`src/rtl/uart_pkg.sv`:
```
// Shared constants, FSM state encoding and helpers for the configurable UART transmitter.
package uart_pkg;

   localparam int unsigned PARITY_NONE = 0;
   localparam int unsigned PARITY_ODD  = 1;
   localparam int unsigned PARITY_EVEN = 2;

   typedef enum logic [2:0] {
      StIdle,
      StStart,
      StData,
      StParity,
      StStop,
      StBreak,
      StBreakGap
   } tx_state_e;

   function automatic int unsigned clog2(input int unsigned value);
      int unsigned r;
      r = 0;
      while ((1 << r) < value) r++;
      return r;
   endfunction

endpackage

```
`src/rtl/uart_tx_fifo.sv`:
```
// Small synchronous FIFO with registered occupancy count; pushes while full are dropped.
module uart_tx_fifo
   import uart_pkg::*;
#(
   parameter int unsigned DEPTH = 4,
   parameter int unsigned WIDTH = 9
) (
   input  logic                       clk,
   input  logic                       rst,
   input  logic                       push,
   input  logic [WIDTH-1:0]           push_data,
   input  logic                       pop,
   output logic [WIDTH-1:0]           pop_data,
   output logic                       full,
   output logic                       empty,
   output logic [clog2(DEPTH):0]      count
);

   localparam int unsigned AW = clog2(DEPTH);

   logic [WIDTH-1:0] mem_q [DEPTH];
   logic [AW-1:0]    wr_ptr_q, rd_ptr_q;
   logic [AW:0]      count_q;
   logic             do_push, do_pop;

   assign full     = (count_q == (AW + 1)'(DEPTH));
   assign empty    = (count_q == '0);
   assign count    = count_q;
   assign pop_data = mem_q[rd_ptr_q];
   assign do_push  = push && !full;
   assign do_pop   = pop && !empty;

   always_ff @(posedge clk) begin
      if (do_push) mem_q[wr_ptr_q] <= push_data;
   end

   // Power-of-two depth: pointers wrap by natural overflow.
   always_ff @(posedge clk or posedge rst) begin
      if (rst) begin
         wr_ptr_q <= '0;
         rd_ptr_q <= '0;
         count_q  <= '0;
      end else begin
         if (do_push) wr_ptr_q <= wr_ptr_q + 1'b1;
         if (do_pop)  rd_ptr_q <= rd_ptr_q + 1'b1;
         case ({do_push, do_pop})
            2'b10:   count_q <= count_q + 1'b1;
            2'b01:   count_q <= count_q - 1'b1;
            default: count_q <= count_q;
         endcase
      end
   end

endmodule

```
`src/rtl/uart_tx_cfg.sv`:
```
// Configurable UART transmitter: frame FSM, baud counter and FIFO front end.
// Define UART_TX_BREAK_EN to build the tx_break port and line-break states.
module uart_tx_cfg
   import uart_pkg::*;
#(
   parameter int unsigned CLK_FREQ   = 1_000_000,
   parameter int unsigned BAUD       = 100_000,
   parameter int unsigned DATA_BITS  = 8,
   parameter int unsigned PARITY     = PARITY_NONE,
   parameter int unsigned STOP_BITS  = 1,
   parameter int unsigned FIFO_DEPTH = 4
) (
   input  logic       clk,
   input  logic       rst,
   input  logic       tx_valid,
   input  logic [8:0] tx_data,
`ifdef UART_TX_BREAK_EN
   input  logic       tx_break,
`endif
   output logic       tx_ready,
   output logic       tx,
   output logic       tx_done,
   output logic       tx_busy
);

   localparam int unsigned DIV = CLK_FREQ / BAUD;
   localparam int unsigned CW  = clog2(DIV);
   localparam logic [8:0] DATA_MASK = 9'((1 << DATA_BITS) - 1);

   tx_state_e           state_q, state_d;
   logic [CW-1:0]       baud_q, baud_d;
   logic [3:0]          bit_q, bit_d;
   logic [8:0]          shift_q, shift_d;
   logic                par_q, par_d;
   logic                tx_q, tx_d;
   logic                done_q, done_d;
   logic                busy_q, busy_d;

   logic                pop, fifo_full, fifo_empty;
   logic [8:0]          fifo_data;
   logic [clog2(FIFO_DEPTH):0] fifo_count;
   logic                baud_last, brk_req, start_ok, frame_parity, par_even;

   uart_tx_fifo #(
      .DEPTH (FIFO_DEPTH),
      .WIDTH (9)
   ) u_fifo (
      .clk       (clk),
      .rst       (rst),
      .push      (tx_valid),
      .push_data (tx_data),
      .pop       (pop),
      .pop_data  (fifo_data),
      .full      (fifo_full),
      .empty     (fifo_empty),
      .count     (fifo_count)
   );

`ifdef UART_TX_BREAK_EN
   assign brk_req = tx_break;
`else
   assign brk_req = 1'b0;
`endif

   assign tx_ready     = !fifo_full;
   assign baud_last    = (baud_q == CW'(DIV - 1));
   assign start_ok     = !fifo_empty && !brk_req;
   assign par_even     = ^(fifo_data & DATA_MASK);
   assign frame_parity = (PARITY == PARITY_ODD) ? ~par_even : par_even;

   always_comb begin
      state_d = state_q;
      baud_d  = baud_last ? '0 : baud_q + 1'b1;
      bit_d   = bit_q;
      shift_d = shift_q;
      par_d   = par_q;
      pop     = 1'b0;
      done_d  = 1'b0;
      case (state_q)
         StIdle: begin
            baud_d = '0;
            if (brk_req) begin
               state_d = StBreak;
            end else if (start_ok) begin
               pop     = 1'b1;
               shift_d = fifo_data;
               par_d   = frame_parity;
               state_d = StStart;
            end
         end
         StStart: begin
            if (baud_last) begin
               state_d = StData;
               bit_d   = '0;
            end
         end
         StData: begin
            if (baud_last) begin
               shift_d = shift_q >> 1;
               if (bit_q == 4'(DATA_BITS - 1)) begin
                  state_d = (PARITY != PARITY_NONE) ? StParity : StStop;
                  bit_d   = '0;
               end else begin
                  bit_d = bit_q + 1'b1;
               end
            end
         end
         StParity: begin
            if (baud_last) begin
               state_d = StStop;
               bit_d   = '0;
            end
         end
         StStop: begin
            if (baud_last) begin
               if (bit_q == 4'(STOP_BITS - 1)) begin
                  done_d = 1'b1;
                  // Chain straight into the next start bit so frames abut.
                  if (start_ok) begin
                     pop     = 1'b1;
                     shift_d = fifo_data;
                     par_d   = frame_parity;
                     state_d = StStart;
                  end else begin
                     state_d = StIdle;
                  end
               end else begin
                  bit_d = bit_q + 1'b1;
               end
            end
         end
`ifdef UART_TX_BREAK_EN
         StBreak: begin
            baud_d = '0;
            if (!brk_req) state_d = StBreakGap;
         end
         StBreakGap: begin
            if (baud_last) state_d = StIdle;
         end
`endif
         default: state_d = StIdle;
      endcase
   end

   // Line level follows the registered state, giving one clock of latency.
   always_comb begin
      tx_d = 1'b1;
      case (state_q)
         StStart:  tx_d = 1'b0;
         StData:   tx_d = shift_q[0];
         StParity: tx_d = par_q;
`ifdef UART_TX_BREAK_EN
         StBreak:  tx_d = 1'b0;
`endif
         default:  tx_d = 1'b1;
      endcase
      busy_d = (state_q != StIdle) || (fifo_count != '0);
   end

   always_ff @(posedge clk or posedge rst) begin
      if (rst) begin
         state_q <= StIdle;
         baud_q  <= '0;
         bit_q   <= '0;
         shift_q <= '0;
         par_q   <= 1'b0;
         tx_q    <= 1'b1;
         done_q  <= 1'b0;
         busy_q  <= 1'b0;
      end else begin
         state_q <= state_d;
         baud_q  <= baud_d;
         bit_q   <= bit_d;
         shift_q <= shift_d;
         par_q   <= par_d;
         tx_q    <= tx_d;
         done_q  <= done_d;
         busy_q  <= busy_d;
      end
   end

   assign tx      = tx_q;
   assign tx_done = done_q;
   assign tx_busy = busy_q;

endmodule

```
`config.mk`:
```
export PLATFORM = sky130hd
export DESIGN_NAME = uart_tx_cfg
export DESIGN_NICKNAME = d
export VERILOG_FILES = /design/src/rtl/uart_pkg.sv /design/src/rtl/uart_tx_fifo.sv /design/src/rtl/uart_tx_cfg.sv
export SDC_FILE = /design/constraint.sdc
export NUM_CORES = 1
export LEC_CHECK = 0
export ABC_AREA = 1
export CAP_MARGIN = 20
export CORE_MARGIN = 2
export CORE_UTILIZATION = 55
export CTS_CLUSTER_SIZE = 25
export DETAILED_ROUTE_END_ITERATION = 7
export HOLD_SLACK_MARGIN = 0.06
export PLACE_DENSITY = 0.74
export SETUP_SLACK_MARGIN = 0.1
export SLEW_MARGIN = 20
export SYNTH_ARGS = -nofsm -noshare
export SYNTH_HDL_FRONTEND = slang
export SYNTH_SLANG_ARGS = --single-unit
```
`constraint.sdc`:
```
create_clock -name clk -period 2.58 [get_ports clk]
set_input_delay 0.516 -clock clk [delete_from_list [all_inputs] [get_ports clk]]
set_output_delay 0.516 -clock clk [all_outputs]
set_load 0.01 [all_outputs]
```
# Word-level counts from Yosys, hierarchy flattened
# Memory sizes are Yosys's and may differ from the RTL's.
# Cells that the tools add are included.
# classes
add_sub_neg	6
n_mul	0
div_mod_pow	0
n_lt_le_gt_ge	0
n_eq_ne	18
n_shift	0
mux	37
bitwise	0
reduce_logical	20
# ops
operator	n
9-bit 2-to-1 mux	4
4-bit 2-to-1 mux	7
9-bit one-hot mux with 3 select lines	1
3-bit 2-to-1 mux	7
2-bit != test (second input constant)	8
3-bit one-hot mux with 5 select lines	1
1-bit 2-to-1 mux	12
4-bit one-hot mux with 3 select lines	1
3-bit nonzero test	4
9-bit parity	1
4-bit by 1-bit adder with 4-bit output (second input constant)	2
7-bit AND reduction	1
3-bit by 2-bit equality test with 1-bit output (second input constant)	2
3-bit equality test (second input constant)	2
3-bit logical NOT	2
3-bit one-hot mux with 2 select lines	1
5-bit AND reduction	1
2-bit by 1-bit adder with 2-bit output (second input constant)	2
4-bit by 3-bit equality test with 1-bit output (second input constant)	1
4-bit equality test (second input constant)	1
4-bit logical NOT	1
1-bit one-hot mux with 2 select lines	2
4-bit AND reduction	1
2-bit nonzero test	2
other kinds (12)	14
# word_totals
ff_bits	31
latch_bits	0
mem_bits_rw	36
rom_bits	0
input_bits	12
output_inout_bits	4
word_cells	93
mem_count	1
# mem_list
name	depth	width	read_ports	rd_ports_with_merged_regs	wr	line_no	text
u_fifo.mem_q	4	9	1	0	1	uart_tx_fifo.sv:21	logic [WIDTH-1:0] mem_q [DEPTH];

# Depth between registers and ports, before layout
# Gate-level depths: netlist of run 1.
# logic_depth
word_depth	8
depth_mapped	14
ltp_nobuf	14

# Cells and area by module
# A second synthesis of run 1 with hierarchy kept.
# unflattened
hier_cells	386
area_unflattened_um2	3443.3
# modules_own_cells
module	instances	cells_per_inst	area_per_inst_um2	seq_area_each_um2
uart_tx_fifo	1	166	1889.3	1256.2
uart_tx_cfg	1	220	1554.0	601.8

# Worst setup path after synthesis of run 1
# No wires, ideal clock.
# synth_timing
kind	reg2reg
startpoint	register bit_q[0]
endpoint	register u_fifo.count_q[2], in the netlist u_fifo.count[2]
setup_time_ns	0.124
arrival_time_ns	1.963
required_ns	2.456
path_slack_ns	0.493
stages_incl_launch_ff	15
path_buffers	0
period_less_slack_ns	2.087
cell_sequence	dfrtp_1 > inv_1 > ha_1 > nand3_1 > inv_1 > a21oi_4 > inv_2 > nand2_1 > inv_1 > ha_1 > inv_1 > fa_1 > a21oi_1 > o21ai_0 > xnor2_1
# synth_via
elab_chain_len	7
elab_cells_between_ends	9
cone_classes	eq/ne (2); mux (4); reduce/logical (3)
# synth_lines
item	line_no	text
start: declaration	uart_tx_cfg.sv:32	logic [3:0] bit_q, bit_d;
start signal: assignment	uart_tx_cfg.sv:173	bit_q <= bit_d;
4-bit logical NOT (*)	uart_tx_cfg.sv:116	if (bit_q == 4'(STOP_BITS - 1)) begin
1-bit 2-to-1 mux (*)	uart_tx_cfg.sv:116	
1-bit 2-to-1 mux (*)	uart_tx_cfg.sv:115	if (baud_last) begin
1-bit one-hot mux with 2 select lines (*)	uart_tx_cfg.sv:79	case (state_q)
1-bit logical AND (*)	uart_tx_fifo.sv:31	assign do_pop = pop && !empty;
via u_fifo.do_pop	uart_tx_fifo.sv:24	logic do_push, do_pop;
2-bit by 1-bit equality test with 1-bit output / 2-bit equality test (equally long branches)	uart_tx_fifo.sv:46	case ({do_push, do_pop})
3-bit one-hot mux with 2 select lines / 2-bit nonzero test (equally long branches)	--	
end signal: assignment	uart_tx_fifo.sv:47	2'b10: count_q <= count_q + 1'b1;
end signal: assignment	uart_tx_fifo.sv:48	2'b01: count_q <= count_q - 1'b1;
end signal: assignment	uart_tx_fifo.sv:49	default: count_q <= count_q;
end: declaration	uart_tx_fifo.sv:23	logic [AW:0] count_q;
# Mark *: on every way through the listed nets, which the timed path passes. The rest lies on a longest branch.
# A chain may end at the register's enable or synchronous reset.

# Final worst setup path of run 1
# Ends and elaborated chain as after synthesis.

==> impl_results.md, run 1 <==
* #FFs+latches synth at 67
* Share of post-route cells with drive strength above 1 at 11.9%
* Period utilization at 88.4%
* Post-synthesis mux area share at 0%
* Post-synth top area cell: edfxtp_1
* Slew @ Worst Pin at 0.590 ns
* EDFF count, synth at 36
* Post-CTS Hold Fix Bufs at 0
* Clock Power Share at 19.0%
* Combinational share of power at 45.9%
* Main area contributors after synthesis: edfxtp_1 32%, dfrtp_1 22%, nand2_1 14%, a31oi_4 5.1%, nand3_1 4.2%
* Setup TNS Final at 0 ns
* Clock transition at path regs at 0.08 ns
* CTS Buffer Depth at 2
* Final Hold Vio Count at 0
* H-tree depth at 3
* Sw Ratio at 42.5%
* Grt total ovfl at 0
* Hpwl dp at 4040 um
* Fillers at 485
* Chip Width at 82.2 um
* Syn Inst Count at 357
* Count of cell types in the netlist at 31
* Sw Pwr at 2.00 mW
* FF/Latch Area at 1860 um^2
* Initial Util at 56.8%
* Sequential-to-total area share from yosys stat at 55.3%
* RePlAce Congestion at 0.830
* WL/cell at 12.8 um
* Setup Crit Path Kind: reg -> reg
* Main synth FF type: edfxtp_1
* Via count at 2360
* First-pass DRT Iterations at 4
* Largest family of logic cells by synthesized area: simple AND/OR/NAND/NOR gates
* 1st-iter DRT viols at 205
* Num ports at 16
* Reg power frac at 35.1%
* Antenna-violating nets left at 0
* Maximum vdd drop at 0.573 mV
* DR vias/cell at 5.11
* Die area at 6750 um^2
* Final clock skew at 0.00786 ns
* Syn_area_per_cell at 9.41 um^2
* Initial antenna violation count at 0
* Post-synthesis compound-gate area fraction at 9.49%
* Required @ worst endpoint at 2.82 ns
* Die H at 82.2 um
* Critical Path AT at 2.52 ns
* Root Buffer: clkbuf_8
* Multi-input logic area at 1280 um^2
* Commonest cells post-synth: 129 x nand2_1, 36 x edfxtp_1, 36 x inv_1, 30 x dfrtp_1, 28 x nand3_1
* Class of the most critical hold timing path: reg -> reg
* Asr flop ratio synth at 46.3%
* Synth Area in Simple Gates at 23.4%
* Setup violators final at 0
* Clk sinks at 67
* RSZ-0062 raised after global routing: false
* CP Launch Type: register
* DRC at 0
* CORE AREA at 5920 um^2
* Clk_lat worst skew at 0.35 ns
* Minimum clock period at 2.28 ns
* Max-slew headroom at 60.6%
* Leakage at 1.68 nW
* Top-area cell type share of the netlist area at 32.2%
* Largest net degree at the start of global routing at 32
* Syn-to-layout area delta at 13.0%
* Maxcap violations at 0
* Cell Area, Synth at 3360 um^2
* Outcome: complete, no violations
* Layout Nets at 404
* Port Buffers at 15
* Final wirelength at 5940 um
* Max Slew Vio Count at 0
* Syn_nets at 379
* CTS tree: built
* Synth Area in XOR/XNOR at 1.30%
* Post-CTS Setup Bufs at 0
* First-pass GRT wire length at 10100 um
* Most common cell in the netlist: nand2_1
* Vias in the first global route at 2294
* Syn. warnings at 0
* Fmax at 0.438 GHz
* Final setup margin at 0.299 ns
* PwrDens at 1240 nW/um^2
* CTS buffer count at 9
* CP Capture Type: register
* Pre-CTS setup slack at 0.274 ns
* Crit-path max FO at 4
* Tot GR Track Use at 20.3%
* Int Pwr at 2.70 mW
* Adder-cell share of the synthesized area at 3.95%
* Antenna Diode Count at 0
* FP Rows at 28
[final cells by class]
| class | instances | share of cell area (%) |
|---|---|---|
| Sequential cell | 67 | 48.9 |
| Multi-Input combinational cell | 241 | 33.8 |
| Timing Repair Buffer | 24 | 5.73 |
| Inverter | 39 | 3.85 |
| Clock buffer | 9 | 3.26 |
| Tap cell | 75 | 2.47 |
| Clock inverter | 7 | 2.01 |
[timing repair]
item / 4_1_cts / 5_1_grt
gates resized for setup: 0 / 1
endpoints found under the setup margin: 0 / 1
endpoints found under the hold margin: 0 / 0
[sequential cells by signal (all words and copies together), names as in the netlist]
register	flops
baud_q	4
bit_q	4
par_q	1
shift_q	9
state_q	3
tx	1
tx_busy	1
tx_done	1
u_fifo.count	3
u_fifo.mem_q	36
u_fifo.rd_ptr_q	2
u_fifo.wr_ptr_q	2
[power by group through the flow]
stage               Combinational [mW]  Clock (mW)  Sequential [mW]
floorplan                         1.76           0             1.64
global placement                  2.09           0             1.66
detailed placement                2.15           0             1.67
CTS                               2.17       0.903             1.65
global route                      2.47       0.949             1.69
finish                            2.16       0.894             1.65
[critical path, cell delays in order, from the launching register on]
cell and delay [ns]:
dfrtp_1 0.41, inv_1 0.10, ha_1 0.16, nand3_1 0.11, inv_1 0.12, a21oi_4 0.06, inv_2 0.06, nand2_1 0.10
inv_2 0.09, ha_1 0.14, inv_1 0.06, fa_1 0.37, a21oi_1 0.14, o21ai_0 0.11, xnor2_1 0.13
[cell families after synthesis]
| group | count (synthesis) |
|---|---|
| AND/OR/NAND/NOR | 193 |
| flip-flops | 67 |
| buffers and inverters | 49 |
| AO/OA/AOI/OAI | 33 |
| adder cells (fa/ha/maj) | 10 |
| XOR/XNOR | 5 |
[through the flow]
step           power (mW)  utilization (%)  area (um^2)  hold WS, ns  cells
3_5_place_dp         3.83             60.8         3600        0.480    446
3_3_place_gp         3.75             60.8         3600        0.475    446
4_1_cts              4.72             64.2         3800        0.501    462
6_report             4.70             64.2         3800        0.496    462
5_1_grt              5.11             64.2         3800        0.513    462
2_1_floorplan        3.40                -         3360        0.450    357
[placed cells by master (no fill, tap or decap), types with 2 or more instances in the layout]
master,n
nand2_1,129
edfxtp_1,36
inv_1,35
dfrtp_1,30
nand3_1,28
nor2_1,27
clkdlybuf4s50_1,15
o21ai_0,14
ha_1,9
clkbuf_8,9
buf_4,9
a31oi_4,8
a21oi_1,5
inv_2,4
nor3_1,3
xnor2_1,3
nor2_2,2
nand2_2,2
xor2_1,2
clkinvlp_4,2
inv_6,2
[routing by layer]
layer | vias to the layer above | global-route usage, % | part of all wire (%)
met5 | - | 0 | 0
met4 | 0 | 10.5 | 1.8
met3 | 11 | 4.35 | 6.6
met2 | 60 | 33.4 | 47
met1 | 1081 | 25.2 | 45
li1 | 1208 | - | -
[final timing paths]
path                                  from         endpoint  slack (ns)  cells after the start
setup / recovery                  bit_q[0]  u_fifo.count[2]        0.30                     14
hold / removal             u_fifo.count[0]  u_fifo.count[0]        0.50                      1
setup reg to reg                  bit_q[0]  u_fifo.count[2]        0.30                     14
hold reg to reg            u_fifo.count[0]  u_fifo.count[0]        0.50                      1
max in group asynchronous              rst               tx        1.71                      3
min in group asynchronous              rst  u_fifo.count[0]        0.54                      3
Note: power is estimated with default switching activity, not from simulation.
==> run 2: changes to the inputs <==
MAX_ROUTING_LAYER = met4   (was not set)
SLEW_MARGIN = not set   (was 20)
==> run 2 against run 1 <==
Against the previous run: die area unchanged; combinational power is essentially flat; sequential power hardly changed; global-route usage is 0.59 points higher; via count unchanged; critical path type unchanged; sequential share of layout area did not move; cell count unchanged.
==> impl_results.md, run 2 (synthesis gave the netlist of run 1 again) <==
* Cells on Worst Hold Path at 1
* CTS Buffer Depth at 2
* CP Launch Type: register
* Period utilization at 88.4%
* Hold Startpoint: u_fifo.count[0]
* Leakage at 1.68 nW
* Largest Register: u_fifo.mem_q
* Multi-input logic area at 1280 um^2
* Die H at 82.2 um
* Root Buffer: clkbuf_8
* Final setup margin at 0.299 ns
* FF/Latch Area at 1860 um^2
* Via count at 2360
* Setup TNS Final at 0 ns
* Grt total ovfl at 0
* DRC at 0
* Hpwl dp at 4040 um
* Max-slew headroom at 60.9%
* CTS buffer count at 9
* Tot Pwr at 4.69 mW
* FF-to-FF End: u_fifo.count[2]
* Maxcap violations at 0
* Clk sinks at 67
* H-tree depth at 3
* Commonest non-fill, non-tap cell in the layout: nand2_1
* Clk_lat worst skew at 0.35 ns
* PwrDens at 1240 nW/um^2
* Hold path endpoint: u_fifo.count[0]
* RSZ-0062 raised after global routing: false
* Die area at 6750 um^2
* WL/cell at 12.8 um
* Maximum vdd drop at 0.573 mV
* Max FFs per register at 36
* Required @ worst endpoint at 2.82 ns
* DR vias/cell at 5.11
* FP Rows at 28
* Port Buffers at 15
* Tot GR Track Use at 20.9%
* Largest registers: u_fifo.mem_q: 36 flops, shift_q: 9 flops
* Syn-to-layout area delta at 13.0%
* Antenna Diode Count at 0
* Final Hold Vio Count at 0
* Setup Crit Path Kind: reg -> reg
* First-pass GRT wire length at 10100 um
* Setup violators final at 0
* CTS tree: built
* Min Hold Slack at 0.496 ns
* Critical R2R Launch: bit_q[0]
* Design area at 3800 um^2
* Commonest cells after routing, fill and taps aside: 129 x nand2_1, 36 x edfxtp_1, 35 x inv_1
* Largest net degree at the start of global routing at 32
* Share of post-route cells with drive strength above 1 at 11.9%
* Num ports at 16
* Slew @ Worst Pin at 0.586 ns
* Critical Path AT at 2.52 ns
* Class of the most critical hold timing path: reg -> reg
* RePlAce Congestion at 0.843
* Antenna-violating nets left at 0
* Fmax at 0.438 GHz
* FF-to-FF path depth at 14
* FF-to-FF setup slack at 0.30 ns
* 1st-iter DRT viols at 201
* Initial Util at 56.8%
* CORE AREA at 5920 um^2
* Outcome: complete, no violations
* First-pass DRT Iterations at 4
* Max Slew Vio Count at 0
* CP Capture Type: register
* Pre-CTS setup slack at 0.274 ns
* Minimum clock period at 2.28 ns
* Crit-path max FO at 4
* Final wirelength at 5920 um
* Fillers at 485
* Initial antenna violation count at 0
* Clock transition at path regs at 0.08 ns
* Vias in the first global route at 2301
* Post-DP Area at 3600 um^2
* Final clock skew at 0.00759 ns
* Post-CTS Hold Fix Bufs at 0
* Chip Width at 82.2 um
* Layout Nets at 404
[run 2: metal layers]
| metal | global-route usage, % | wire length [um] | vias to the layer above |
|---|---|---|---|
| li1 | - | - | 1208 |
| met1 | 25.2 | 2630 | 1082 |
| met5 | - | 0 | - |
| met3 | 4.35 | 383 | 10 |
| met4 | 10.5 | 116 | 0 |
| met2 | 33.4 | 2780 | 60 |
[run 2: area by class of cell]
class / count / share of cell area [%]
Inverter: 39 / 3.85
Timing Repair Buffer: 24 / 5.73
Sequential cell: 67 / 48.9
Multi-Input combinational cell: 241 / 33.8
Clock buffer: 9 / 3.26
Clock inverter: 7 / 2.01
Tap cell: 75 / 2.47
[run 2: what timing repair did]
action                                  4_1_cts  5_1_grt
setup buffers                                 0        0
gates resized for setup                       0        1
endpoints found under the setup margin        0        1
endpoints found under the hold margin         0        0
[run 2: stage by stage]
stage / cells / utilization (%)
2_1_floorplan: 357 / -
3_3_place_gp: 446 / 60.8
3_5_place_dp: 446 / 60.8
4_1_cts: 462 / 64.2
5_1_grt: 462 / 64.2
6_report: 462 / 64.2
[run 2: how the worst max path moves through the flow]
stage          startpoint  slack (ns)              end  cells past startpoint
6_report         bit_q[0]        0.30  u_fifo.count[2]                     14
5_1_grt          bit_q[0]        0.11  u_fifo.count[2]                     14
4_1_cts          bit_q[0]        0.26  u_fifo.count[2]                     14
3_5_place_dp     bit_q[0]        0.27  u_fifo.count[2]                     14
3_3_place_gp     tx_valid        0.34  u_fifo.count[2]                      8
2_1_floorplan    bit_q[0]        0.49  u_fifo.count[2]                     14
[run 2: power breakdown]
group / internal, mW / total (mW) / switching (mW)
sequential: 1.48 / 1.65 / 0.174
combinational: 0.772 / 2.15 / 1.38
clock: 0.453 / 0.890 / 0.437
[run 2: critical path, stage by stage (launching register included)]
cell and delay [ns]:
dfrtp_1 0.41, inv_1 0.10, ha_1 0.16, nand3_1 0.11, inv_1 0.12, a21oi_4 0.06, inv_2 0.06, nand2_1 0.11
inv_2 0.09, ha_1 0.14, inv_1 0.06, fa_1 0.37, a21oi_1 0.14, o21ai_0 0.11, xnor2_1 0.13
